**config.mk**
```make
export PLATFORM = sky130hd
export DESIGN_NAME = operand_assembler
export DESIGN_NICKNAME = d
export VERILOG_FILES = /design/src/rtl/adder_pkg.sv /design/src/rtl/byte_deserializer.sv /design/src/rtl/operand_assembler.sv
export SDC_FILE = /design/constraint.sdc
export NUM_CORES = 1
export LEC_CHECK = 0
export CORE_ASPECT_RATIO = 1.2
export CORE_MARGIN = 2
export CORE_UTILIZATION = 52
export DETAILED_ROUTE_END_ITERATION = 7
export PLACE_DENSITY = 0.82
export SKIP_LAST_GASP = 1
export SLEW_MARGIN = 10
export SYNTH_ARGS = -nofsm -noshare
export SYNTH_HDL_FRONTEND = slang
export SYNTH_HIERARCHICAL = 1
export SYNTH_SLANG_ARGS = --single-unit
```
**constraint.sdc**
```tcl
create_clock -name clk_i -period 6.8 [get_ports clk_i]
set_clock_uncertainty 0.2 [all_clocks]
set_input_delay 1.7 -clock clk_i [delete_from_list [all_inputs] [get_ports clk_i]]
set_output_delay 1.7 -clock clk_i [all_outputs]
set_load 0.05 [all_outputs]
```
**src/rtl/adder_pkg.sv**
```systemverilog
// Shared types and sizing helpers for the UART adder datapath.
package adder_pkg;

    localparam int unsigned OP_WIDTH_DEF = 64;

    typedef enum logic [1:0] {
        COLLECT_A = 2'd0,
        COLLECT_B = 2'd1,
        HOLD      = 2'd2
    } state_e;

    function automatic int unsigned nbytes(input int unsigned width);
        return width / 8;
    endfunction

    // Byte counter width; a one-byte operand still needs a 1-bit counter.
    function automatic int unsigned cnt_width(input int unsigned n);
        return (n > 1) ? $clog2(n) : 1;
    endfunction

endpackage

```
**src/rtl/byte_deserializer.sv**
```systemverilog
// Writes received bytes LSB-first into operand A or B and tracks the byte lane.
module byte_deserializer
    import adder_pkg::*;
#(
    parameter  int unsigned OP_WIDTH = OP_WIDTH_DEF,
    localparam int unsigned NBYTES   = nbytes(OP_WIDTH),
    localparam int unsigned CNT_W    = cnt_width(NBYTES)
) (
    input  logic                clk_i,
    input  logic                rst_ni,
    input  logic                wr_i,
    input  logic                sel_b_i,
    input  logic                clr_i,
    input  logic [7:0]          data_i,
    output logic [OP_WIDTH-1:0] a_o,
    output logic [OP_WIDTH-1:0] b_o,
    output logic [CNT_W-1:0]    cnt_o
);

    logic [OP_WIDTH-1:0] a_q, a_d;
    logic [OP_WIDTH-1:0] b_q, b_d;
    logic [CNT_W-1:0]    cnt_q, cnt_d;

    always_comb begin
        a_d   = a_q;
        b_d   = b_q;
        cnt_d = cnt_q;
        if (clr_i) begin
            cnt_d = '0;
        end else if (wr_i) begin
            for (int unsigned i = 0; i < NBYTES; i++) begin
                if (cnt_q == CNT_W'(i)) begin
                    if (sel_b_i) b_d[8*i +: 8] = data_i;
                    else         a_d[8*i +: 8] = data_i;
                end
            end
            cnt_d = (cnt_q == CNT_W'(NBYTES - 1)) ? '0 : cnt_q + CNT_W'(1);
        end
    end

    always_ff @(posedge clk_i or negedge rst_ni) begin
        if (!rst_ni) begin
            a_q   <= '0;
            b_q   <= '0;
            cnt_q <= '0;
        end else begin
            a_q   <= a_d;
            b_q   <= b_d;
            cnt_q <= cnt_d;
        end
    end

    assign a_o   = a_q;
    assign b_o   = b_q;
    assign cnt_o = cnt_q;

endmodule

```
**src/rtl/operand_assembler.sv**
```systemverilog
// Assembles operands A and B from the UART byte stream and offers them on a
// valid/ready handshake, with inter-byte timeout and HOLD overrun reporting.
module operand_assembler
    import adder_pkg::*;
#(
    parameter int unsigned OP_WIDTH       = OP_WIDTH_DEF,
    parameter int unsigned TIMEOUT_CYCLES = 1000000
) (
    input  logic                clk_i,
    input  logic                rst_ni,
    input  logic [7:0]          rx_data_i,
    input  logic                rx_valid_i,
    output logic [OP_WIDTH-1:0] a_o,
    output logic [OP_WIDTH-1:0] b_o,
    output logic                op_valid_o,
    input  logic                op_ready_i,
    output logic                overrun_o,
    output logic                timeout_o
);

    localparam int unsigned NBYTES = nbytes(OP_WIDTH);
    localparam int unsigned CNT_W  = cnt_width(NBYTES);
    localparam int unsigned TCNT_W = (TIMEOUT_CYCLES > 1) ? $clog2(TIMEOUT_CYCLES + 1) : 1;

    state_e             state_q, state_d;
    logic [CNT_W-1:0]   cnt;
    logic [TCNT_W-1:0]  tcnt_q, tcnt_d;
    logic               op_valid_q, overrun_q, timeout_q;

    logic accept, last, partial, expire, handshake, wr, sel_b, clr;

    byte_deserializer #(.OP_WIDTH(OP_WIDTH)) u_deser (
        .clk_i   (clk_i),
        .rst_ni  (rst_ni),
        .wr_i    (wr),
        .sel_b_i (sel_b),
        .clr_i   (clr),
        .data_i  (rx_data_i),
        .a_o     (a_o),
        .b_o     (b_o),
        .cnt_o   (cnt)
    );

    // State and status registers.
    always_ff @(posedge clk_i or negedge rst_ni) begin
        if (!rst_ni) begin
            state_q    <= COLLECT_A;
            tcnt_q     <= '0;
            op_valid_q <= 1'b0;
            overrun_q  <= 1'b0;
            timeout_q  <= 1'b0;
        end else begin
            state_q    <= state_d;
            tcnt_q     <= tcnt_d;
            op_valid_q <= (state_d == HOLD);
            overrun_q  <= rx_valid_i && (state_q == HOLD);
            timeout_q  <= expire;
        end
    end

    // Next-state logic.
    always_comb begin
        state_d = state_q;
        unique case (state_q)
            COLLECT_A: if (accept && last) state_d = COLLECT_B;
            COLLECT_B: begin
                if (expire)              state_d = COLLECT_A;
                else if (accept && last) state_d = HOLD;
            end
            HOLD:      if (handshake) state_d = COLLECT_A;
            default:   state_d = COLLECT_A;
        endcase
    end

    // Datapath controls and idle counter.
    always_comb begin
        accept    = rx_valid_i && (state_q != HOLD);
        last      = (cnt == CNT_W'(NBYTES - 1));
        handshake = op_valid_q && op_ready_i;
        partial   = (state_q == COLLECT_B) || ((state_q == COLLECT_A) && (cnt != '0));
        expire    = (TIMEOUT_CYCLES != 0) && partial && !rx_valid_i
                    && (tcnt_q == TCNT_W'(TIMEOUT_CYCLES - 1));
        wr        = accept;
        sel_b     = (state_q == COLLECT_B);
        clr       = expire || handshake;
        tcnt_d    = '0;
        if ((TIMEOUT_CYCLES != 0) && partial && !accept && !expire)
            tcnt_d = tcnt_q + TCNT_W'(1);
    end

    assign op_valid_o = op_valid_q;
    assign overrun_o  = overrun_q;
    assign timeout_o  = timeout_q;

endmodule
```
## Yosys cells after proc, flatten, opt, wreduce, memory -nomap -nowiden

Index checks and enable logic that the tools add are counted.

| cells by class | value |
|---|---|
| $add $sub $neg | 2 |
| $mul | 0 |
| divide/modulo/power cells | 0 |
| $lt $le $gt $ge | 0 |
| equal/unequal tests | 12 |
| shift operators | 0 |
| mux-type cells | 9 |
| bitwise operators | 2 |
| reduce and logical (&&, ||, !) cells | 34 |

Operators with widths:

| cell | count |
|---|---|
| AND reduction 4 bit | 16 |
| adder 20 x 1 -> 20 bit, second input constant | 1 |
| == test 20 bit, second input constant | 1 |
| two-way mux 20 bit | 1 |
| == test 3 bit, second input constant | 4 |
| logical AND 1 bit | 9 |
| two-way mux 3 bit | 3 |
| two-way mux 2 bit | 4 |
| == test 3 x 2 -> 1 bit, second input constant | 2 |
| case mux 2 bit (3 select lines) | 1 |
| == test 2 bit, second input constant | 2 |
| adder 3 x 1 -> 3 bit, second input constant | 1 |
| == test 3 x 1 -> 1 bit, second input constant | 1 |
| zero test 1 bit | 3 |
| zero test 3 bit | 1 |
| nonzero test 3 bit | 1 |
| == test 2 x 1 -> 1 bit, second input constant | 1 |
| zero test 2 bit | 1 |
| logical OR 1 bit | 2 |
| inequality test 2 bit, second input constant | 1 |
| NOT 1 bit | 2 |
| nonzero test 2 bit | 1 |

| storage, ports and cells | value |
|---|---|
| register bits | 156 |
| bits in latches | 0 |
| RAM bits | 0 |
| bits in read-only memories | 0 |
| bits of input ports | 12 |
| memories kept | 0 |

## Depth between registers and ports, before layout

Gate-level depths: netlist of the first run.

| logic depth | value |
|---|---|
| depth after elaboration | 8 |
| mapped depth | 10 |

## Hierarchy

Netlist of the first run, hierarchy kept.

Modules (own cells, without submodules):

| module | instances | cells an instance | area each (µm²) |
|---|---|---|---|
| byte_deserializer | 1 | 317 | 5,260.0 |
| operand_assembler | 1 | 125 | 1,255.0 |

## Worst setup path after synthesis of the first run

No wires, ideal clock.

| timing | value |
|---|---|
| path kind | in2reg |
| start point | input rx_valid_i |
| end point | register u_deser.b_q[32], in the netlist u_deser/b_o[32] |
| library setup time | 0.125 ns |
| arrival time | 3.195 ns |
| required time | 6.475 ns |
| setup slack | 3.280 ns |
| stages | 9 |
| path buffers | 2 |
| cells stage by stage | nor2_1 o41ai_1 nor3_2 or2_1 buf_6 nand4b_1 or2_1 buf_6 mux2_4 |

| on the way | value |
|---|---|
| cells in the longest elaborated chain, start to end | 6 |

Ends and longest elaborated chain:

| what | line | text |
|---|---|---|
| from (decl) | operand_assembler.sv:12 | `input logic rx_valid_i,` |
| zero test 1 bit | operand_assembler.sv:81 | `expire = (TIMEOUT_CYCLES != 0) && partial && !rx_valid_i` |
| logical AND 1 bit | operand_assembler.sv:81 |  |
| logical AND 1 bit | operand_assembler.sv:82 | `&& (tcnt_q == TCNT_W'(TIMEOUT_CYCLES - 1));` |
| via expire | operand_assembler.sv:30 | `logic accept, last, partial, expire, handshake, wr, sel_b, clr;` |
| logical OR 1 bit | operand_assembler.sv:85 | `clr = expire \|\| handshake;` |
| via clr | operand_assembler.sv:30 |  |
| NOT 1 bit (no line) | n/a |  |
| AND reduction 4 bit (no line) | n/a |  |
| to (signal assigned) | byte_deserializer.sv:44 | `b_q <= '0;` |
| to (signal assigned) | byte_deserializer.sv:48 | `b_q <= b_d;` |
| to (decl) | byte_deserializer.sv:21 | `logic [OP_WIDTH-1:0] b_q, b_d;` |

The timed path passes the listed nets, and every way through them passes these cells.
A chain may end at the register's enable or synchronous reset.

## Final worst setup path of the first run

| timing | value |
|---|---|
| start point | input rx_valid_i |
| end point | register u_deser.b_q[50], in the netlist u_deser/b_o[50] |

The elaborated chain is that of the path after synthesis.

==> results of run 1 <==
[cell families (layout without fill, tap and decap cells)]
group                      after synthesis  after routing  share of synthesized area [%]
and+or+nand+nor                         95             95                           9.68
muxes                                  129            129                           23.2
adders and majority gates                8              8                           1.54
DFF                                    156            156                           59.9
AOI/OAI and AO/OA                       13             13                           1.56
xor gates and xnor gates                15             15                           2.02
buffers and inverters                   26            187                           2.09
[critical path, delay by kind of cell]
| family | cells | cell delay (ns) |
|---|---|---|
| multiplexers | 1 | 0.40 |
| AO/OA/AOI/OAI | 1 | 0.11 |
| AND/OR/NAND/NOR | 5 | 1.34 |
| buffers and inverters | 1 | 0.53 |
[per-stage QoR]
stage / total power [uW] / worst slack (ns) / cell area, um^2
2_1_floorplan: 3210 / 3.28 / 6520
3_3_place_gp: 4020 / 2.43 / 8060
3_5_place_dp: 4080 / 2.37 / 8060
4_1_cts: 5100 / 2.84 / 8690
5_1_grt: 5250 / 2.67 / 8690
6_report: 5060 / 2.81 / 8690
[power by group]
group	internal, uW	switching [uW]
registers	1280	216
logic	931	1630
clock network	629	377
[cell usage in the layout, fill, tap and decap left out, drive strengths merged, types with 5 or more instances in the layout]
cell type      netlist  routed
clkbuf               8      20
clkdlybuf4s50        0     141
dfrtp              156     156
ha                   8       8
inv                 11      13
mux2               128     128
nand2                9       9
nand2b               5       5
nand3                8       8
nand4                7       7
nor2                31      31
nor3                 5       5
nor4                 6       6
xnor2               14      14
[cell type report]
type	instances	share of cell area (%)
flip-flops and latches	156	44.9
repair buffers	144	16.5
multi-input cells	260	28.5
inverters	11	0.475
well taps	161	2.32
clock buffers	20	5.14
clock inverters	12	2.16
[how the worst max path moves through the flow]
stage | endpoint | slack (ns) | cells past startpoint
2_1_floorplan | u_deser/b_o[32] | 3.28 | 9
3_3_place_gp | u_deser/b_o[49] | 2.43 | 8
3_5_place_dp | u_deser/b_o[55] | 2.37 | 8
4_1_cts | u_deser/b_o[55] | 2.84 | 8
5_1_grt | u_deser/b_o[55] | 2.67 | 8
6_report | u_deser/b_o[50] | 2.81 | 8
[state kept, by name (all words and copies together) (netlist names)]
signal	count
overrun_o	1
u_deser/b_o	64
u_deser/cnt_o	3
timeout_o	1
state_q	2
tcnt_q	20
op_valid_o	1
u_deser/a_o	64
[per-layer routing]
metal / track usage [%] / vias up / routed length [um]
li1: - / 1860 / -
met1: 31.0 / 2138 / 6460
met2: 40.3 / 116 / 7860
met3: 5.76 / 8 / 723
met4: 5.80 / 0 / 97
met5: 0 / - / 0
==> reports/results.txt, run 1 <==
Top FF cell, synth: dfrtp_1
GRT Overall Usage: 23.8%
Status: finished, final reports clean
Warnings from Yosys: 6
Total grt overflow: 0
Max clock buf depth: 2
# nets final: 610
Yosys reg bits: 156
Multi-input gate area: 2470 um^2
WL per Instance: 19.8 um
WHS: 0.298 ns
Die Footprint: 13400 um^2
Top cell type's share of synthesized area: 59.9%
Worst-Skew Late Latency: 0.41 ns
Post-synthesis cell type count: 49
Worst-margin pin slew: 0.856 ns
Start point of the critical path: rx_valid_i
Hold EP: tcnt_q[0]
CP Class: in2reg
Arr. time, crit path: 4.08 ns
Post-CTS Setup Bufs: 0
RR Endpoint: u_deser/b_o[36]
Slowest CP cell: clkdlybuf4s50_1
DR iter-0 viols: 213
Vias after detailed routing: 4122
CTS Buf Count: 17
Post-synthesis sequential area ratio: 59.9%
Vias in the first global route: 4301
Reg2Reg Setup Slack: 3.37 ns
Placed cells: 732
TritonCTS clock tree: done
Post-Layout Cell Count: 764
Crit-path max cell delay: 0.53 ns
Hold_buf cts: 0
Unrepaired setup endpoints after global routing: false
Post-CTS sizing: 0
Register area: 3900 um^2
Cells after synthesis: 442
CP required: 6.89 ns
Max IR drop VDD: 0.318 mV
Row cnt: 44
Minimum clock period: 3.99 ns
CP Max Fanout: 12
Starting Density: 53.5%
I/O Pins: 143
Top-count cell post-synth: dfrtp_1
Reg2reg start: tcnt_q[0]
Relative slew slack: 42.7%
Die Y: 127 um
Hold path start: tcnt_q[0]
Power per cell area: 582 nW/um^2
Fin. Hold Viols: 0
Synth Cell Area: 6510 um^2
Hpwl dp: 10.2 mm
H-Tree Depth: 4
Final core occ: 71.5%
Residual DRC count: 0
Max_cap viols: 0
Slew Viols, Final: 0
Mapped Avg Cell Area: 14.7 um^2
Core area: 12200 um^2
Critical-path cell list: clkdlybuf4s50_1, nor2_1, o41ai_1, nor3_2, or2_1, nand3b_1, nor2_2, mux2_2
Min-Delay Path Depth: 1
# setup viols final: 0
Drt pass-1 iters: 4
Final wirelength: 15.1 mm
R2R cell count: 8
Buffers added on ports: 142
Clock Sinks: 156
Ant diodes: 0
Setup TNS: 0 ns
Root Driver: clkbuf_16
Routed Antenna Nets: 0
Clock Pin Slew Worst Setup and Hold Paths: 0.06 ns
Post-synth top cells: 156 x dfrtp_1, 112 x mux2_2, 27 x nor2_1
Largest net degree at the start of global routing: 97
First-pass GRT wire length: 24.2 mm
Via-to-Cell Ratio: 5.40
Cell taking the most area after synthesis: dfrtp_1
Initial antenna violation count: 0
GPL Wtd Cong: 0.810
Leakage: 0.00384 uW
Syn_nets: 462
Post-synth EDFFs: 0
Worst Setup End Kind: flop
Fmax: 251 MHz
HP Class: reg2reg
Filler cell count: 829
Worst setup SP type: input port
Fraction of layout instances using a drive strength above 1: 30.8%
Die X: 106 um
Async set-or-reset flop fraction in the synthesized netlist: 100%
Area growth syn-to-layout: 33.4%
Ranking of synthesized cells by area: dfrtp_1 60%, mux2_2 19%, mux2_4 3.7%, xnor2_1 1.9%, nor2_1 1.6%
Tcrit/Tclk final: 58.6%
Power figures use the tool's default switching activity.
==> run 2: changes to the inputs <==
Settings changed: CORE_UTILIZATION 52 to 46, PLACE_DENSITY 0.82 to 0.77.
Clock period 6.8 ns to 3.5 ns, I/O delays scaled along.
==> run 2 against run 1 <==
Clock-buffer cell count grew 2. Largest cell class unchanged. Setup slack got worse by 2.5 ns. Via count is 0.32% higher. Sequential power increased by 94%. Global-route usage fell by 2.6 points. Sequential share of layout area shrank 0.20 points. Cell count rose by 2.4%. Wire length decreased by 0.20%.
==> reports/results.txt, run 2 (synthesized netlist as in run 1, its figures left out) <==
Status: finished, final reports clean (unchanged)
I/O Pins: 143 (unchanged)
Die Y: 134 um (was 127 um)
Worst-margin pin slew: 0.857 ns (was 0.856 ns)
Arr. time, crit path: 3.25 ns (was 4.08 ns)
Ant diodes: 0 (unchanged)
Worst-Skew Late Latency: 0.42 ns (was 0.41 ns)
Hold_buf cts: 0 (unchanged)
Minimum clock period: 3.14 ns
HP Class: in2async (was reg2reg)
Buffers added on ports: 142 (unchanged)
Vias after detailed routing: 4135 (was 4122)
GRT Overall Usage: 21.2% (was 23.8%)
Core area: 13800 um^2 (was 12200 um^2)
Relative slew slack: 42.7% (about the same)
Register area: 3900 um^2 (unchanged)
Leakage: 0.00387 uW (was 0.00384 uW)
H-Tree Depth: 4 (unchanged)
Routed Antenna Nets: 0 (unchanged)
# nets final: 618 (was 610)
Final wirelength: 15.1 mm (about the same)
Max clock buf depth: 2 (unchanged)
Tcrit/Tclk final: 89.8%
Die X: 113 um (was 106 um)
DRT met1 WL: 6.27 mm (was 6.46 mm)
CTS Buf Count: 17 (unchanged)
Root Driver: clkbuf_16 (unchanged)
Worst Setup End Kind: flop (unchanged)
WL met3: 606 um (was 723 um)
Die Footprint: 15100 um^2 (was 13400 um^2)
Slew Viols, Final: 0 (unchanged)
Post-CTS sizing: 0 (unchanged)
Initial antenna violation count: 0 (unchanged)
CP required: 3.60 ns (was 6.89 ns)
Setup TNS: 0 ns (unchanged)
Filler cell count: 1073 (was 829)
Met2 routed WL: 7.96 mm (was 7.86 mm)
Clock Sinks: 156 (unchanged)
Drt pass-1 iters: 4 (unchanged)
Setup WS pre-CTS: 0.0134 ns (was 2.37 ns)
Largest net degree at the start of global routing: 70 (was 97)
GPL Wtd Cong: 0.815 (was 0.810)
Top Layer Used: met4 (unchanged)
DR iter-0 viols: 216 (was 213)
Max IR drop VDD: 0.854 mV (was 0.318 mV)
Hpwl dp: 10.5 mm (was 10.2 mm)
Clock Pin Slew Worst Setup and Hold Paths: 0.06 ns (about the same)
PnR worst setup slack: 0.357 ns (was 2.81 ns)
Row cnt: 47 (was 44)
Power per cell area: 1110 nW/um^2 (was 582 nW/um^2)
Fraction of layout instances using a drive strength above 1: 31.8% (was 30.8%)
Commonest non-fill, non-tap cell in the layout: dfrtp_1 (unchanged)
Multi-input gate area: 2470 um^2 (unchanged)
Starting Density: 47.1% (was 53.5%)
# setup viols final: 0 (unchanged)
TritonCTS clock tree: done (unchanged)
WHS: 0.231 ns (was 0.298 ns)
Fmax: 318 MHz
WL per Instance: 19.3 um (was 19.8 um)
Total grt overflow: 0 (unchanged)
Commonest non-fill, non-tap cells in the layout: 156 x dfrtp_1, 141 x clkdlybuf4s50_1, 112 x mux2_2 (unchanged)
Area growth syn-to-layout: 34.0% (was 33.4%)
Vias in the first global route: 4398 (was 4301)
Max_cap viols: 0 (unchanged)
Worst setup SP type: flop (was input port)
Unrepaired setup endpoints after global routing: false (unchanged)
CP Class: reg2reg (was in2reg)
Fin. Hold Viols: 0 (unchanged)
CP Max Fanout: 8 (was 12)
Via-to-Cell Ratio: 5.29 (was 5.40)
First-pass GRT wire length: 24.5 mm (was 24.2 mm)
Residual DRC count: 0 (unchanged)
Post-CTS Setup Bufs: 0 (unchanged)
## run 2: changes by cell type in the layout (fill, tap and decap cells not counted)
cell / delta
buf_4: +7
clkinv_2: +3
bufinv_16: -2
clkbuf_8: +2
clkinv_4: -2
buf_12: +1
inv_8: -1
## run 2: routing by layer
| metal | track usage [%] | vias up |
|---|---|---|
| met5 | 0 | - |
| met4 | 8.47 | 0 |
| met3 | 4.74 | 21 |
| met2 | 36.0 | 113 |
| met1 | 26.3 | 2131 |
| li1 | - | 1870 |
## run 2: where the power goes
| group | switching [uW] | internal [uW] |
|---|---|---|
| logic | 3150 | 1820 |
| registers | 416 | 2490 |
| clock network | 708 | 1100 |
| total | 4280 | 5420 |
## run 2: cell type report
cell class | instances | share of cell area [%]
clock inverters | 10 | 1.30
flip-flops and latches | 156 | 44.7
multi-input cells | 260 | 28.3
well taps | 171 | 2.45
repair buffers | 152 | 17.3
clock buffers | 22 | 5.43
inverters | 11 | 0.473
## run 2: path summary, 6_finish.rpt
| path | from | end | slack [ns] | cells after the start |
|---|---|---|---|---|
| setup reg to reg | tcnt_q[0] | u_deser/b_o[37] | 0.36 | 8 |
| hold / removal | rst_ni | u_deser/b_o[20] | 0.23 | 1 |
| hold reg to reg | tcnt_q[0] | tcnt_q[0] | 0.28 | 1 |
| max in group asynchronous | rst_ni | u_deser/b_o[3] | 2.06 | 2 |
| min in group clk_i | tcnt_q[0] | tcnt_q[0] | 0.28 | 1 |
| setup / recovery | tcnt_q[0] | u_deser/b_o[37] | 0.36 | 8 |
## run 2: critical path, stage by stage, from the launching register on
cell and delay [ns]:
dfrtp_1 0.38, ha_1 0.22, nand3_2 0.11, or4_4 0.59, nor3_2 0.25, or2_1 0.31
nand4b_1 0.19, or2_1 0.43, mux2_4 0.34
## run 2: stage by stage
step,total power [uW],utilization [%],cell area [um^2],cells
CTS,9780,63.2,8730,782
global placement,7840,58.9,8140,750
finish,9700,63.2,8730,782
floorplan,6240,-,6520,442
detailed placement,7950,58.9,8140,750
global route,10100,63.2,8730,782
==> run 3: changes to the inputs <==
Settings changed: CORE_UTILIZATION 46 to 47, CTS_BUF_LIST set to sky130_fd_sc_hd__clkbuf_4 sky130_fd_sc_hd__clkbuf_8, PLACE_DENSITY 0.77 to 0.78.
==> run 3 against run 2 <==
Fmax is 2.4% higher. Setup slack improved by 0.074 ns. Largest cell class unchanged. Final area shrank 2.5%. Combinational power up 1%.
==> reports/results.txt, run 3 (synthesized netlist as in run 1, its figures left out) <==
# nets final: 620 (was 618)
Register area: 3900 um^2 (unchanged)
Unrepaired setup endpoints after global routing: false (unchanged)
CP Class: reg2reg (unchanged)
CTS Buf Count: 17 (unchanged)
Slew Viols, Final: 0 (unchanged)
Die X: 111 um (was 113 um)
Buffers added on ports: 142 (unchanged)
Area growth syn-to-layout: 30.7% (was 34.0%)
Switching Fraction: 46.5% (was 44.1%)
Flop pwr share: 31.6% (was 30.0%)
Fin. Hold Viols: 0 (unchanged)
Critical-path cell list: ha_1, nand3_2, or4_4, nor3_2, or2_1, nand4b_1, or2_1, mux2_4 (unchanged)
Die Footprint: 14800 um^2 (was 15100 um^2)
Final wirelength: 15.4 mm (was 15.1 mm)
TritonCTS clock tree: done (unchanged)
WL per Instance: 19.6 um (was 19.3 um)
GPL Wtd Cong: 0.758 (was 0.815)
Sw Pwr: 4250 uW (was 4280 uW)
Power per cell area: 1080 nW/um^2 (was 1110 nW/um^2)
Initial antenna violation count: 0 (unchanged)
Worst-margin pin slew: 0.844 ns (was 0.857 ns)
Row cnt: 47 (unchanged)
Post-CTS sizing: 0 (unchanged)
Vias in the first global route: 4449 (was 4398)
Drt pass-1 iters: 6 (was 4)
Post-Layout Cell Count: 783 (was 782)
Most Frequent Cell on Critical Path: or2_1 (unchanged)
Routed Antenna Nets: 0 (unchanged)
Ant diodes: 0 (unchanged)
Commonest non-fill, non-tap cell in the layout: dfrtp_1 (unchanged)
Worst Setup End Kind: flop (unchanged)
Largest net degree at the start of global routing: 79 (was 70)
Vias after detailed routing: 4174 (was 4135)
Max_cap viols: 0 (unchanged)
Clock power share: 13.5% (was 18.7%)
Buf+Inv Stages, Crit Path: 0 (unchanged)
Clock Pin Slew Worst Setup and Hold Paths: 0.08 ns (was 0.06 ns)
Slowest CP cell: or4_4 (unchanged)
Die Y: 133 um (was 134 um)
Minimum clock period: 3.07 ns (was 3.14 ns)
CP required: 3.61 ns (was 3.60 ns)
GRT Overall Usage: 21.1% (was 21.2%)
Leakage: 0.00378 uW (was 0.00387 uW)
Arr. time, crit path: 3.18 ns (was 3.25 ns)
Fmax: 326 MHz (was 318 MHz)
Commonest non-fill, non-tap cells in the layout: 156 x dfrtp_1, 141 x clkdlybuf4s50_1, 112 x mux2_2 (unchanged)
Top Family by Delay on Critical Path: simple AND/OR/NAND/NOR gates (unchanged)
Status: finished, final reports clean (unchanged)
Starting Density: 47.8% (was 47.1%)
Core area: 13600 um^2 (was 13800 um^2)
Total grt overflow: 0 (unchanged)
Clock Sinks: 156 (unchanged)
# setup viols final: 0 (unchanged)
Filler cell count: 1060 (was 1073)
Hold_buf cts: 0 (unchanged)
Root Driver: clkbuf_8 (was clkbuf_16)
Hpwl dp: 10.7 mm (was 10.5 mm)
HP Class: in2async (unchanged)
Relative slew slack: 43.5% (was 42.7%)
DR iter-0 viols: 143 (was 216)
First-pass GRT wire length: 24.3 mm (was 24.5 mm)
Multi-input gate area: 2470 um^2 (unchanged)
Via-to-Cell Ratio: 5.33 (was 5.29)
Setup TNS: 0 ns (unchanged)
Max clock buf depth: 2 (unchanged)
I/O Pins: 143 (unchanged)
Fraction of layout instances using a drive strength above 1: 32.2% (was 31.8%)
Tcrit/Tclk final: 87.7% (was 89.8%)
Reg2Reg Setup Slack: 0.43 ns (was 0.36 ns)
H-Tree Depth: 4 (unchanged)
Worst-Skew Late Latency: 0.43 ns (was 0.42 ns)
Residual DRC count: 0 (unchanged)
Pint: 4900 uW (was 5420 uW)
Comb power frac: 55.0% (was 51.3%)
Crit-path max cell delay: 0.58 ns (was 0.59 ns)
Start point of the critical path: tcnt_q[0] (unchanged)
Worst setup SP type: flop (unchanged)
Placed cells: 752 (was 750)
Reg2reg start: tcnt_q[0] (unchanged)
Post-CTS Setup Bufs: 0 (unchanged)
Max IR drop VDD: 0.685 mV (was 0.854 mV)
CP Max Fanout: 8 (unchanged)
## run 3: changes by cell type in the layout (fill, tap and decap cells not counted), sizes merged
cell / change
buf: +2
clkbuf: -2
clkinv: +2
bufinv: -1
## run 3: layout make-up
type / instances / share of cell area, %
Timing Repair Buffer: 154 / 17.9
Tap cell: 171 / 2.51
Clock inverter: 11 / 1.15
Multi-Input combinational cell: 260 / 29.1
Clock buffer: 20 / 3.01
Inverter: 11 / 0.485
Sequential cell: 156 / 45.9
## run 3: per-stage QoR
| stage | area, um^2 | total power [uW] | worst slack [ns] | util, % | hold WS [ns] |
|---|---|---|---|---|---|
| finish | 8510 | 9160 | 0.430 | 62.4 | 0.186 |
| global route | 8510 | 9520 | 0.278 | 62.4 | 0.193 |
| CTS | 8510 | 9230 | 0.418 | 62.4 | 0.182 |
| detailed placement | 8160 | 7980 | 0.116 | 59.8 | 0.293 |
| global placement | 8160 | 7870 | 0.175 | 59.8 | 0.269 |
| floorplan | 6520 | 6240 | 0.658 | - | 0.250 |
## run 3: path summary, 6_finish.rpt
path / to / depth (start not counted)
setup / recovery: u_deser/b_o[35] / 8
hold / removal: u_deser/b_o[46] / 1
setup reg to reg: u_deser/b_o[35] / 8
hold reg to reg: u_deser/a_o[24] / 1
max in group asynchronous: tcnt_q[5] / 2
min in group clk_i: u_deser/a_o[24] / 1
## run 3: power groups by stage
stage	clock network (uW)	registers [uW]	logic, uW
4_1_cts	1270	2900	5070
2_1_floorplan	0	5150	1090
6_report	1230	2890	5030
5_1_grt	1340	2970	5210
3_5_place_dp	0	2930	5050
3_3_place_gp	0	2900	4970
## run 3: per-layer routing
metal	part of all wire, %	track usage, %
met1	41	25.3
met2	53	37.1
met3	4.7	5.63
met4	2.1	7.00
met5	0	0
## run 3: worst register-to-register path, cell delays in order (launching register included)
cell	delay (ns)
dfrtp_1	0.41
ha_1	0.22
nand3_2	0.11
or4_4	0.58
nor3_2	0.24
or2_1	0.24
nand4b_1	0.17
or2_1	0.44
mux2_4	0.34
